`src/rtl/mem_stage.sv`:
```
// rtl/mem_stage.sv - memory stage: ALU passthrough, load/store access to dmem, writeback pulse
//
// Ports:
//   clk, rst_n                  clock, asynchronous active-low reset
//   ex_valid / ex_ready         handshake from execute stage
//   ex_alu_out, ex_rs2_data     result or effective address, store data
//   ex_rd, ex_reg_write         destination register and write enable
//   ex_mem_read, ex_mem_write   memory op flags
//   ex_funct3                   access size/sign
//   dmem_req/we/addr/wdata/wstrb  data memory request (held until dmem_ready)
//   dmem_ready, dmem_rdata      data memory completion and read data
//   wb_valid, wb_reg_write, wb_fault, wb_rd, wb_data  one-cycle writeback result
module mem_stage #(
    parameter int unsigned DMEM_TIMEOUT = 255
) (
    input  logic        clk,
    input  logic        rst_n,
    input  logic        ex_valid,
    output logic        ex_ready,
    input  logic [31:0] ex_alu_out,
    input  logic [31:0] ex_rs2_data,
    input  logic [4:0]  ex_rd,
    input  logic        ex_reg_write,
    input  logic        ex_mem_read,
    input  logic        ex_mem_write,
    input  logic [2:0]  ex_funct3,
    output logic        dmem_req,
    output logic        dmem_we,
    output logic [31:0] dmem_addr,
    output logic [31:0] dmem_wdata,
    output logic [3:0]  dmem_wstrb,
    input  logic        dmem_ready,
    input  logic [31:0] dmem_rdata,
    output logic        wb_valid,
    output logic        wb_reg_write,
    output logic        wb_fault,
    output logic [4:0]  wb_rd,
    output logic [31:0] wb_data
);

    typedef enum logic {IDLE, ACCESS} state_t;

    localparam int CW = (DMEM_TIMEOUT < 2) ? 1 : $clog2(DMEM_TIMEOUT + 1);
    localparam logic [CW-1:0] TMAX = CW'(DMEM_TIMEOUT);

    state_t state, state_next;
    logic [CW-1:0] tcnt;

    // Attributes of the in-flight access, needed when the response arrives
    logic [2:0]  acc_funct3;
    logic [1:0]  acc_off;
    logic        acc_load;
    logic [4:0]  acc_rd;
    logic        acc_rw;

    logic        accept;
    logic        is_mem;
    logic        legal_f3;
    logic        misalign;
    logic        mem_fault;
    logic        done;
    logic        timeout;
    logic [3:0]  st_wstrb;
    logic [31:0] st_wdata;
    logic [31:0] ld_data;
    logic [7:0]  ld_byte;
    logic [15:0] ld_half;

    always_ff @(posedge clk or negedge rst_n) begin
        if (!rst_n) begin
            state <= IDLE;
        end else begin
            state <= state_next;
        end
    end

    always_comb begin
        state_next = state;
        ex_ready   = (state == IDLE) && rst_n;
        accept     = ex_valid && ex_ready;
        is_mem     = ex_mem_read || ex_mem_write;

        // A set read flag takes priority, so an op with both flags is a load
        if (ex_mem_read) begin
            legal_f3 = (ex_funct3 == 3'b000) || (ex_funct3 == 3'b001) || (ex_funct3 == 3'b010) ||
                       (ex_funct3 == 3'b100) || (ex_funct3 == 3'b101);
        end else begin
            legal_f3 = (ex_funct3 == 3'b000) || (ex_funct3 == 3'b001) || (ex_funct3 == 3'b010);
        end
        misalign  = ((ex_funct3[1:0] == 2'b01) && ex_alu_out[0]) ||
                    ((ex_funct3[1:0] == 2'b10) && (ex_alu_out[1:0] != 2'b00));
        mem_fault = !legal_f3 || misalign;

        done    = (state == ACCESS) && dmem_ready;
        // Fires on the cycle whose miss brings the count up to the limit; dmem_ready has priority
        timeout = (state == ACCESS) && !dmem_ready && (DMEM_TIMEOUT != 0) &&
                  ((tcnt + CW'(1)) == TMAX);

        case (state)
            IDLE:    if (accept && is_mem && !mem_fault) state_next = ACCESS;
            ACCESS:  if (done || timeout) state_next = IDLE;
            default: state_next = IDLE;
        endcase

        st_wstrb = 4'b1111;
        st_wdata = ex_rs2_data;
        case (ex_funct3[1:0])
            2'b00: begin
                st_wstrb = 4'b0001 << ex_alu_out[1:0];
                st_wdata = {4{ex_rs2_data[7:0]}};
            end
            2'b01: begin
                st_wstrb = 4'b0011 << ex_alu_out[1:0];
                st_wdata = {2{ex_rs2_data[15:0]}};
            end
            default: begin
                st_wstrb = 4'b1111;
                st_wdata = ex_rs2_data;
            end
        endcase

        ld_byte = dmem_rdata[8*acc_off +: 8];
        ld_half = acc_off[1] ? dmem_rdata[31:16] : dmem_rdata[15:0];
        case (acc_funct3)
            3'b000:  ld_data = {{24{ld_byte[7]}}, ld_byte};
            3'b100:  ld_data = {24'd0, ld_byte};
            3'b001:  ld_data = {{16{ld_half[15]}}, ld_half};
            3'b101:  ld_data = {16'd0, ld_half};
            default: ld_data = dmem_rdata;
        endcase
    end

    always_ff @(posedge clk or negedge rst_n) begin
        if (!rst_n) begin
            tcnt         <= '0;
            dmem_req     <= 1'b0;
            dmem_we      <= 1'b0;
            dmem_addr    <= 32'd0;
            dmem_wdata   <= 32'd0;
            dmem_wstrb   <= 4'd0;
            wb_valid     <= 1'b0;
            wb_reg_write <= 1'b0;
            wb_fault     <= 1'b0;
            wb_rd        <= 5'd0;
            wb_data      <= 32'd0;
            acc_funct3   <= 3'd0;
            acc_off      <= 2'd0;
            acc_load     <= 1'b0;
            acc_rd       <= 5'd0;
            acc_rw       <= 1'b0;
        end else begin
            // Writeback strobes are single-cycle; data/rd simply hold
            wb_valid     <= 1'b0;
            wb_reg_write <= 1'b0;
            wb_fault     <= 1'b0;

            if (state == IDLE) begin
                if (accept) begin
                    if (!is_mem) begin
                        wb_valid     <= 1'b1;
                        wb_data      <= ex_alu_out;
                        wb_rd        <= ex_rd;
                        wb_reg_write <= ex_reg_write && (ex_rd != 5'd0);
                    end else if (mem_fault) begin
                        wb_valid <= 1'b1;
                        wb_fault <= 1'b1;
                        wb_data  <= 32'd0;
                        wb_rd    <= ex_rd;
                    end else begin
                        tcnt       <= '0;
                        dmem_req   <= 1'b1;
                        dmem_we    <= !ex_mem_read;
                        dmem_addr  <= {ex_alu_out[31:2], 2'b00};
                        dmem_wdata <= ex_mem_read ? 32'd0 : st_wdata;
                        dmem_wstrb <= ex_mem_read ? 4'd0 : st_wstrb;
                        acc_funct3 <= ex_funct3;
                        acc_off    <= ex_alu_out[1:0];
                        acc_load   <= ex_mem_read;
                        acc_rd     <= ex_rd;
                        acc_rw     <= ex_reg_write && (ex_rd != 5'd0);
                    end
                end
            end else begin
                if (done || timeout) begin
                    dmem_req   <= 1'b0;
                    dmem_we    <= 1'b0;
                    dmem_wstrb <= 4'd0;
                    wb_valid   <= 1'b1;
                    wb_rd      <= acc_rd;
                end
                if (done) begin
                    wb_data      <= acc_load ? ld_data : 32'd0;
                    wb_reg_write <= acc_load && acc_rw;
                end else if (timeout) begin
                    wb_fault <= 1'b1;
                    wb_data  <= 32'd0;
                end else begin
                    tcnt <= tcnt + CW'(1);
                end
            end
        end
    end

endmodule
```
`config.mk`:
```
export PLATFORM = sky130hd
export DESIGN_NAME = mem_stage
export DESIGN_NICKNAME = d
export VERILOG_FILES = /design/src/rtl/mem_stage.sv
export SDC_FILE = /design/constraint.sdc
export NUM_CORES = 1
export LEC_CHECK = 0
export ABC_AREA = 1
export BUFFER_PORTS_ARGS = -buffer_cell sky130_fd_sc_hd__clkbuf_2
export CELL_PAD_IN_SITES_DETAIL_PLACEMENT = 2
export CELL_PAD_IN_SITES_GLOBAL_PLACEMENT = 2
export CORE_ASPECT_RATIO = 0.5
export CORE_MARGIN = 4
export CORE_UTILIZATION = 29
export DETAILED_ROUTE_END_ITERATION = 10
export HOLD_SLACK_MARGIN = 0.08
export PLACE_DENSITY_LB_ADDON = 0.1
export SLEW_MARGIN = 20
export SYNTH_ARGS = -nofsm -noshare
export SYNTH_HDL_FRONTEND = slang
export SYNTH_SLANG_ARGS = --single-unit
```
`constraint.sdc`:
```
create_clock -name clk -period 2.88 [get_ports clk]
set_input_delay 0.288 -clock clk [delete_from_list [all_inputs] [get_ports clk]]
set_output_delay 0.288 -clock clk [all_outputs]
set_load 0.01 [all_outputs]
```
=== After elaboration in Yosys (flattened, before gate mapping) ===
Index checks and enable logic that the tools add are counted.

* Register bits after elaboration: 129
* Bits in latches: 0
* Bits in writable memories: 0
* ROM bits: 0
* Input bits: 111
* Memories: 0

* Add/subtract/negate cells: 1
* $mul: 0
* Div/mod/pow operators: 0
* Order comparisons: 0
* Eq/ne operators: 16
* Shift operators: 3
* Multiplexer cells: 56
* Bitwise gates (word level): 2
* Reductions and logical operators: 35

{| class="wikitable"
|+ Operator list
! operator !! number
|-
| $mux 32 || 8
|-
| $pmux 32 s4 || 1
|-
| $pmux 32 s2 || 1
|-
| $mux 8 || 6
|-
| $shiftx 32x6->8 || 1
|-
| $mux 1 || 26
|-
| $mux 5 || 5
|-
| $mux 4 || 6
|-
| $mux 16 || 1
|-
| $eq 3x3->1 const B || 4
|-
| $logic_and 1x1->1 || 11
|-
| $add 8x1->8 const B || 1
|-
| $eq 8x8->1 const B || 1
|-
| $logic_or 1x1->1 || 8
|-
| $pmux 4 s2 || 1
|-
| $reduce_and 4->1 || 2
|-
| $eq 3x1->1 const B || 2
|-
| $logic_not 3->1 || 2
|-
| $ne 2x2->1 const B || 3
|-
| $reduce_and 3->1 || 2
|-
| $reduce_bool 2->1 || 3
|-
| $reduce_and 5->1 || 1
|-
| $reduce_bool 5->1 || 1
|-
| $logic_not 1->1 || 4
|-
| other kinds (11) || 12
|}

=== Longest topological paths before layout ===
Gate-level depths: netlist of the first run.

* Depth in word-level cells: 12
* Gate-level depth with buffers: 13

=== Worst setup path after synthesis of the first run ===
No wires, ideal clock.

* Path type: flip-flop to flip-flop
* From: register tcnt[1]
* To: register wb_data[12]
* Setup time: 117 ps
* Arrival: 1558 ps
* Data required time: 2763 ps
* Path slack: 1204 ps
* Cell stages (with the launch flop): 11
* Buffers on the path: 2
* Path through: dfrtp_1 > ha_1 > nand3_1 > o21bai_1 > nand2_1 > nor2_1 > nand2_1 > buf_4 > buf_2 > nand4_1 > nand2_1

* Cells in the longest elaborated chain, start to end: 5

{| class="wikitable"
|+ Ends and longest elaborated chain
! item !! RTL line !! RTL
|-
| start: declaration || 47 || <nowiki>logic [CW-1:0] tcnt;</nowiki>
|-
| start signal: assignment || 198 || <nowiki>tcnt <= tcnt + CW'(1);</nowiki>
|-
| $add 8x1->8 || 97 || <nowiki>((tcnt + CW'(1)) == TMAX);</nowiki>
|-
| $eq 8x8->1 || 97 ||
|-
| $logic_and 1x1->1 || 96 || <nowiki>timeout = (state == ACCESS) && !dmem_ready && (DMEM_TIMEOUT != 0) &&</nowiki>
|-
| $ne 3x1->1 (no line) || - ||
|-
| $reduce_and 3->1 (no line) || - ||
|-
| end signal: assignment || 161 || <nowiki>wb_data <= ex_alu_out;</nowiki>
|-
| end signal: assignment || 192 || <nowiki>wb_data <= acc_load ? ld_data : 32'd0;</nowiki>
|-
| end: declaration || 38 || <nowiki>output logic [31:0] wb_data</nowiki>
|}

Every way passes these cells.
A chain may end at the register's enable or synchronous reset.

=== Worst setup path after layout of the first run ===
* From: register state
* To: register dmem_addr[31]

* Cells in the longest elaborated chain, start to end: 4

{| class="wikitable"
|+ Ends and longest elaborated chain
! item !! RTL line !! RTL
|-
| start: declaration || 46 || <nowiki>state_t state, state_next;</nowiki>
|-
| start signal: assignment || 73 || <nowiki>state <= state_next;</nowiki>
|-
| $not 1->1 (no line) * || - ||
|-
| $logic_and 1x1->1 || 79 || <nowiki>ex_ready = (state == IDLE) && rst_n;</nowiki>
|-
| $logic_and 1x1->1 || 80 || <nowiki>accept = ex_valid && ex_ready;</nowiki>
|-
| $reduce_and 4->1 (no line) * || - ||
|-
| end signal: assignment || 173 || <nowiki>dmem_addr <= {ex_alu_out[31:2], 2'b00};</nowiki>
|-
| end: declaration || 29 || <nowiki>output logic [31:0] dmem_addr,</nowiki>
|}

Every way passes the cells marked *; elsewhere a longest branch is shown, timed or not.

==> impl_metrics.py, run 1 <==
metrics = {
    "critical_path": {
        "crit_fanout": 26,
        "crit_type": "reg -> reg",
        "worst_setup_path_end_kind": "flip-flop",
        "start_kind": "flip-flop",
        "required_ns": 3.19,
        "cp.arrival_ns": 2.69,
    },
    "logic_synthesis": {
        "synth_flop_cell": "dfrtp_1",
        "yosysWarningCount": 0,
        "async_flop_share_pct": 100,
        "yosys.cell_types.count": 29,
        "syn_avg_cell_area_um2": 7.34,
        "seq_area_frac_synth_pct": 48.7,
        "yosys.area.top_type_share_pct": 48.7,
        "yosys-top-cells-count": "nand2_1 (372), dfrtp_1 (129), o21ai_0 (95)",
        "synth_seq_cells": 129,
        "yosys-top-cells-area": "dfrtp_1 (49%), nand2_1 (21%), o21ai_0 (7.2%), nand4_1 (4.4%), inv_1 (3.8%)",
        "yosysTopAreaCell": "dfrtp_1",
        "synth_most_common_cell": "nand2_1",
        "synth-edff-count": 0,
        "synthesis.area_um2": 6630,
        "syn_inst": 904,
    },
    "timing": {
        "rsz0062_at_grt": "no",
        "hold_viol": 0,
        "worst_pin_slew_ns": 1.00,
        "final-setup-viol-count": 0,
        "period_needed_ns": 2.38,
        "fmax_mhz": 421,
        "worst_clock_skew_ns": 0.00830,
        "finalCritPeriodShare_pct": 82.5,
        "drv_slew": 0,
        "worst_slack_ns": 0.503,
        "fin_setup_tns_ns": 0,
        "slew_headroom_pct": 32.8,
    },
    "final_layout": {
        "drive_above_1_share_pct": 24.1,
        "insertedDiodeCount": 0,
        "area_delta_synth_final_pct": 33.3,
        "n_fill_cell": 2625,
        "final_nets": 1240,
    },
    "clocking": {
        "holdBufCountCts": 25,
        "cts_setup_buffers": 0,
        "h-tree-depth": 4,
        "cts_buffer_depth": 2,
        "cts.sinks": 129,
        "path_clk_slew_ns": 0.06,
        "cts_tree": "yes",
        "clockRootBuffer": "clkbuf_16",
        "numCtsBuffers": 17,
        "cts-resized-gates": 0,
        "clkLatencyLatePin_ns": 0.44,
    },
    "power": {
        "powerDensity_nw_per_um2": 946,
        "leakagePower_nw": 4.91,
        "peakVddDrop_mv": 0.383,
        "finalPower_mw": 8.36,
    },
    "placement": {
        "gp_congestion": 0.803,
        "pre_cts_slack_ns": 0.477,
        "hpwlAfterDp_um": 20500,
        "port_buffers": 219,
    },
    "status": {
        "run_status": "completed",
    },
    "route": {
        "drt_wl_total_um": 28600,
        "drt-initial-drc-count": 332,
        "vias": 7068,
        "drc": 0,
        "wl_per_cell_um": 19.9,
        "post_drt_via_cell_ratio": 4.92,
        "ant_nets": 0,
        "firstDrtPassIters": 4,
    },
    "run": {
        "drv_cap": 0,
    },
    "global_routing": {
        "grt_max_degree": 130,
        "grt_overflow": 0,
        "antenna_found_initial": 2,
        "first_global_vias": 8094,
        "grt_usage_pct": 22.8,
        "grt_pass1_wl_um": 45400,
    },
    "die": {
        "dieArea_um2": 25500,
        "ios": 222,
        "die_w_um": 222,
        "die_h_um": 115,
        "start_util_pct": 30.1,
        "coreArea_um2": 22100,
        "fp-row-count": 38,
    },
    "min_path": {
        "hp-class": "in -> reg",
    },
}
## per-layer routing
metal | routed length (um) | GRT usage (%)
met5 | 26 | 0
met4 | 309 | 5.08
met3 | 1820 | 7.60
met2 | 13600 | 38.7
met1 | 12800 | 28.6
## cell families (layout without fill, tap and decap cells)
family / count (synthesis) / count (layout) / synth area share (%)
fa+ha+maj: 2 / 2 / 0.377
compound gates: 139 / 139 / 11.3
simple gates: 508 / 508 / 31.6
other cells: 1 / 2 / 0.0565
buf+inv: 125 / 358 / 8.00
flops: 129 / 129 / 48.7
## where the power goes
group	internal [mW]	leakage (nW)	total, mW	switching [mW]
combinational	1.12	2.93	3.10	1.98
sequential	2.50	1.69	3.04	0.534
clock	1.40	0.295	2.22	0.824
## placed cells by master, fill, tap and decap left out, types with 3 or more instances in the layout
master and n:
nand2_1 371, clkbuf_2 218, dfrtp_1 129, o21ai_0 95, inv_1 67, nor2_1 48
nand4_1 47, nand3_1 27, a21oi_1 26, dlygate4sd3_1 25, clkbuf_16 17, buf_4 11
o221ai_1 8, clkbuf_8 6, o211ai_1 5, or2_2 5, clkinv_1 3, clkinv_2 3
## worst paths after layout
kind	slack [ns]	startpoint	depth (start not counted)	end
min in group asynchronous	0.55	rst_n	3	wb_data[24]
max in group asynchronous	1.71	rst_n	3	dmem_wdata[19]
worst min-delay path	0.12	ex_alu_out[18]	3	dmem_addr[18]
worst max-delay path	0.50	state	7	dmem_addr[31]
worst min register to register	0.48	dmem_we	2	dmem_we
worst max register to register	0.50	state	7	dmem_addr[31]
## sequential cells by signal, indices dropped and copies added, names as in the netlist
| name | cells |
|---|---|
| dmem_wdata | 32 |
| wb_data | 32 |
| dmem_addr | 30 |
| tcnt | 8 |
| acc_rd | 5 |
| wb_rd | 5 |
| dmem_wstrb | 4 |
| acc_funct3 | 3 |
| acc_off | 2 |
| acc_load | 1 |
| acc_rw | 1 |
| dmem_req | 1 |
| dmem_we | 1 |
| state | 1 |
| wb_fault | 1 |
| wb_reg_write | 1 |
| wb_valid | 1 |
## per-stage QoR
step / instances / hold slack [ns] / area [um2] / utilization (%)
6_report: 1438 / 0.121 / 8840 / 40.1
5_1_grt: 1438 / 0.110 / 8840 / 40.1
4_1_cts: 1438 / 0.0943 / 8840 / 40.1
3_5_place_dp: 1383 / 0.470 / 8000 / 36.3
3_3_place_gp: 1383 / 0.457 / 8000 / 36.3
2_1_floorplan: 905 / -0.00759 / 6640 / -
## layout make-up
class	instances	area [um2]	share of cell area, %
Sequential cell	129	3230	36.5
Multi-Input combinational cell	651	2910	32.9
Timing Repair Buffer	257	1480	16.7
Clock buffer	25	515	5.83
Tap cell	300	375	4.24
Inverter	71	267	3.01
Clock inverter	5	75.1	0.849
## critical path: stages (launching register included)
cell and delay, ns:
dfrtp_1 0.59, nor2_1 0.12, nand2_1 0.13, nor2_1 0.09, nand3_4 0.10, clkinv_1 0.78, nand2_1 0.33, nand2_1 0.10
(Power assumes the default switching activity.)
==> inputs of run 2 (changes only) <==
Settings changed: CORE_UTILIZATION 29 to 25.
Clock period 2.88 ns to 2.13 ns, I/O delays scaled along.
==> run 2 against run 1 <==
  * Sequential power up 35%
  * Largest cell class unchanged
  * Clock skew about the same
  * Maximum frequency up 23%
  * First-iteration DRC count up 0.60%
  * Design area up 4.1%
  * Clock power up 41%
  * Count of clock-buffer cells in the layout down 2
  * Setup slack worse by 0.31 ns
  * Core utilization down 4.2 points
==> impl_metrics.py, run 2 (synthesized netlist as in run 1, its figures left out) <==
metrics = {
    "die": {
        "coreArea_um2": 25600,
        "die_w_um": 238,
        "fp-row-count": 41,
        "ios": 222,
        "start_util_pct": 25.9,
        "die_h_um": 123,
        "dieArea_um2": 29400,
    },
    "global_routing": {
        "grt_max_degree": 130,
        "antenna_found_initial": 1,
        "first_global_vias": 8039,
        "grt_overflow": 0,
        "grt_usage_pct": 20.2,
        "grt_pass1_wl_um": 45900,
    },
    "critical_path": {
        "rr_worst_depth": 9,
        "crit_type": "reg -> reg",
        "start_kind": "flip-flop",
        "rr_startpoint": "tcnt[2]",
        "path_buf_inv": 1,
        "cp.arrival_ns": 2.31,
        "timing.rr.end": "wb_data[9]",
        "crit_path_top_delay_cell": "dfrtp_1",
        "slowest_delay_ns": 0.48,
        "crit_fanout": 22,
        "crit_family": "simple AND/OR/NAND/NOR gates",
        "required_ns": 2.51,
        "r2r_slack_ns": 0.20,
        "worst_setup_path_end_kind": "flip-flop",
        "crit_chain": "nand2_1, nor2_1, nand4_1, nand2_1, nor2_1, nand2_2, buf_4, nand4_1, nand2_1",
        "path_common_cell": "nand2_1",
    },
    "min_path": {
        "hold_path.startpoint": "ex_rs2_data[0]",
        "min_to": "dmem_wdata[0]",
        "hold-path-cell-count": 3,
        "hp-class": "in -> reg",
    },
    "final_layout": {
        "drive_above_1_share_pct": 25.1,
        "reg.largest.list": "dmem_wdata x32, wb_data x32, dmem_addr x30",
        "fin_area_um2": 9210,
        "final_nets": 1267,
        "n_fill_cell": 3083,
        "area_delta_synth_final_pct": 38.8,
        "insertedDiodeCount": 0,
        "most-common-layout-cells": "nand2_1 (370), clkbuf_2 (218), dfrtp_1 (128)",
        "final_common_cell": "nand2_1",
        "fin_util_pct": 35.9,
        "stdcell_count": 1511,
    },
    "timing": {
        "hold_ws_ns": 0.0951,
        "fin_setup_tns_ns": 0,
        "fmax_mhz": 517,
        "period_needed_ns": 1.93,
        "finalCritPeriodShare_pct": 90.8,
        "worst_pin_slew_ns": 0.805,
        "slew_headroom_pct": 46.3,
        "drv_slew": 0,
        "worst_slack_ns": 0.195,
        "worst_clock_skew_ns": 0.00814,
        "hold_viol": 0,
        "final-setup-viol-count": 0,
    },
    "clocking": {
        "cts_setup_buffers": 0,
        "path_clk_slew_ns": 0.06,
        "cts_buffer_depth": 2,
        "clockRootBuffer": "clkbuf_16",
        "clkLatencyLatePin_ns": 0.44,
        "numCtsBuffers": 17,
        "h-tree-depth": 4,
        "cts.sinks": 129,
        "cts_tree": "yes",
    },
    "power": {
        "p_switching_mw": 4.63,
        "leakagePower_nw": 5.04,
        "p_seq_share_pct": 35.4,
        "peakVddDrop_mv": 0.643,
        "powerDensity_nw_per_um2": 1260,
        "pwr-share-clk_pct": 26.9,
        "p_int_mw": 6.97,
        "finalPower_mw": 11.6,
        "sw_frac_of_total_pct": 39.9,
        "combPwrFrac_pct": 37.6,
    },
    "status": {
        "run_status": "completed",
    },
    "route": {
        "wl_per_cell_um": 19.5,
        "vias": 7182,
        "ant_nets": 0,
        "drc": 0,
        "drt_wl_total_um": 29500,
        "firstDrtPassIters": 4,
        "drt-initial-drc-count": 334,
        "post_drt_via_cell_ratio": 4.75,
    },
    "placement": {
        "place_area_um2": 8150,
        "placed_cells": 1438,
        "pre_cts_slack_ns": 0.185,
        "hpwlAfterDp_um": 21400,
        "port_buffers": 219,
        "gp_congestion": 0.789,
    },
    "run": {
        "drv_cap": 0,
    },
}
run 2: changes by cell type in the layout (fill, tap and decap cells not counted), moves of 2 or more:
cell and delta:
clkinvlp_4 +2, clkbuf_8 -2, dlygate4sd3_1 +15, buf_4 +10
run 2: metal layers:
metal	track usage, %	vias up	wire length (um)
li1	-	3407	-
met1	25.2	3623	13100
met2	34.8	127	14400
met3	6.53	23	1680
met4	4.35	2	325
met5	0	-	12
run 2: worst reg2reg max path: cells and delay by family (launching register included):
kind	cells	cell delay, ns
simple gates	8	1.07
flops	1	0.48
buf+inv	1	0.33
run 2: area by class of cell:
| type | count | area (um2) | share of cell area [%] |
|---|---|---|---|
| repair buffers | 284 | 1750 | 19.0 |
| well taps | 344 | 430 | 4.67 |
| flip-flops and latches | 129 | 3230 | 35.1 |
| clock buffers | 23 | 488 | 5.30 |
| inverters | 71 | 267 | 2.89 |
| clock inverters | 9 | 129 | 1.40 |
| multi-input cells | 651 | 2920 | 31.7 |
run 2: worst max-delay path by stage:
| stage | from | endpoint | depth (start not counted) |
|---|---|---|---|
| after floorplan | tcnt[1] | wb_data[12] | 10 |
| after global routing | tcnt[2] | wb_data[16] | 9 |
| after detailed placement | tcnt[1] | wb_data[15] | 10 |
| after CTS | rst_n | dmem_wdata[0] | 11 |
| after global placement | tcnt[1] | wb_data[13] | 10 |
| final | tcnt[2] | wb_data[9] | 9 |
run 2: repair_timing:
action / CTS / global route
hold buffers: 40 / 0
setup endpoints to repair: 0 / 62
endpoints found under the hold margin: 168 / 0
gates resized for setup: 0 / 5
run 2: power by group through the flow:
| stage | clock network, mW | registers (mW) | logic, mW |
|---|---|---|---|
| finish | 3.12 | 4.11 | 4.37 |
| global route | 3.32 | 4.25 | 4.92 |
| CTS | 3.21 | 4.12 | 4.39 |
| detailed placement | 0 | 4.14 | 4.30 |
| global placement | 0 | 4.12 | 4.16 |
| floorplan | 0 | 4.28 | 2.10 |
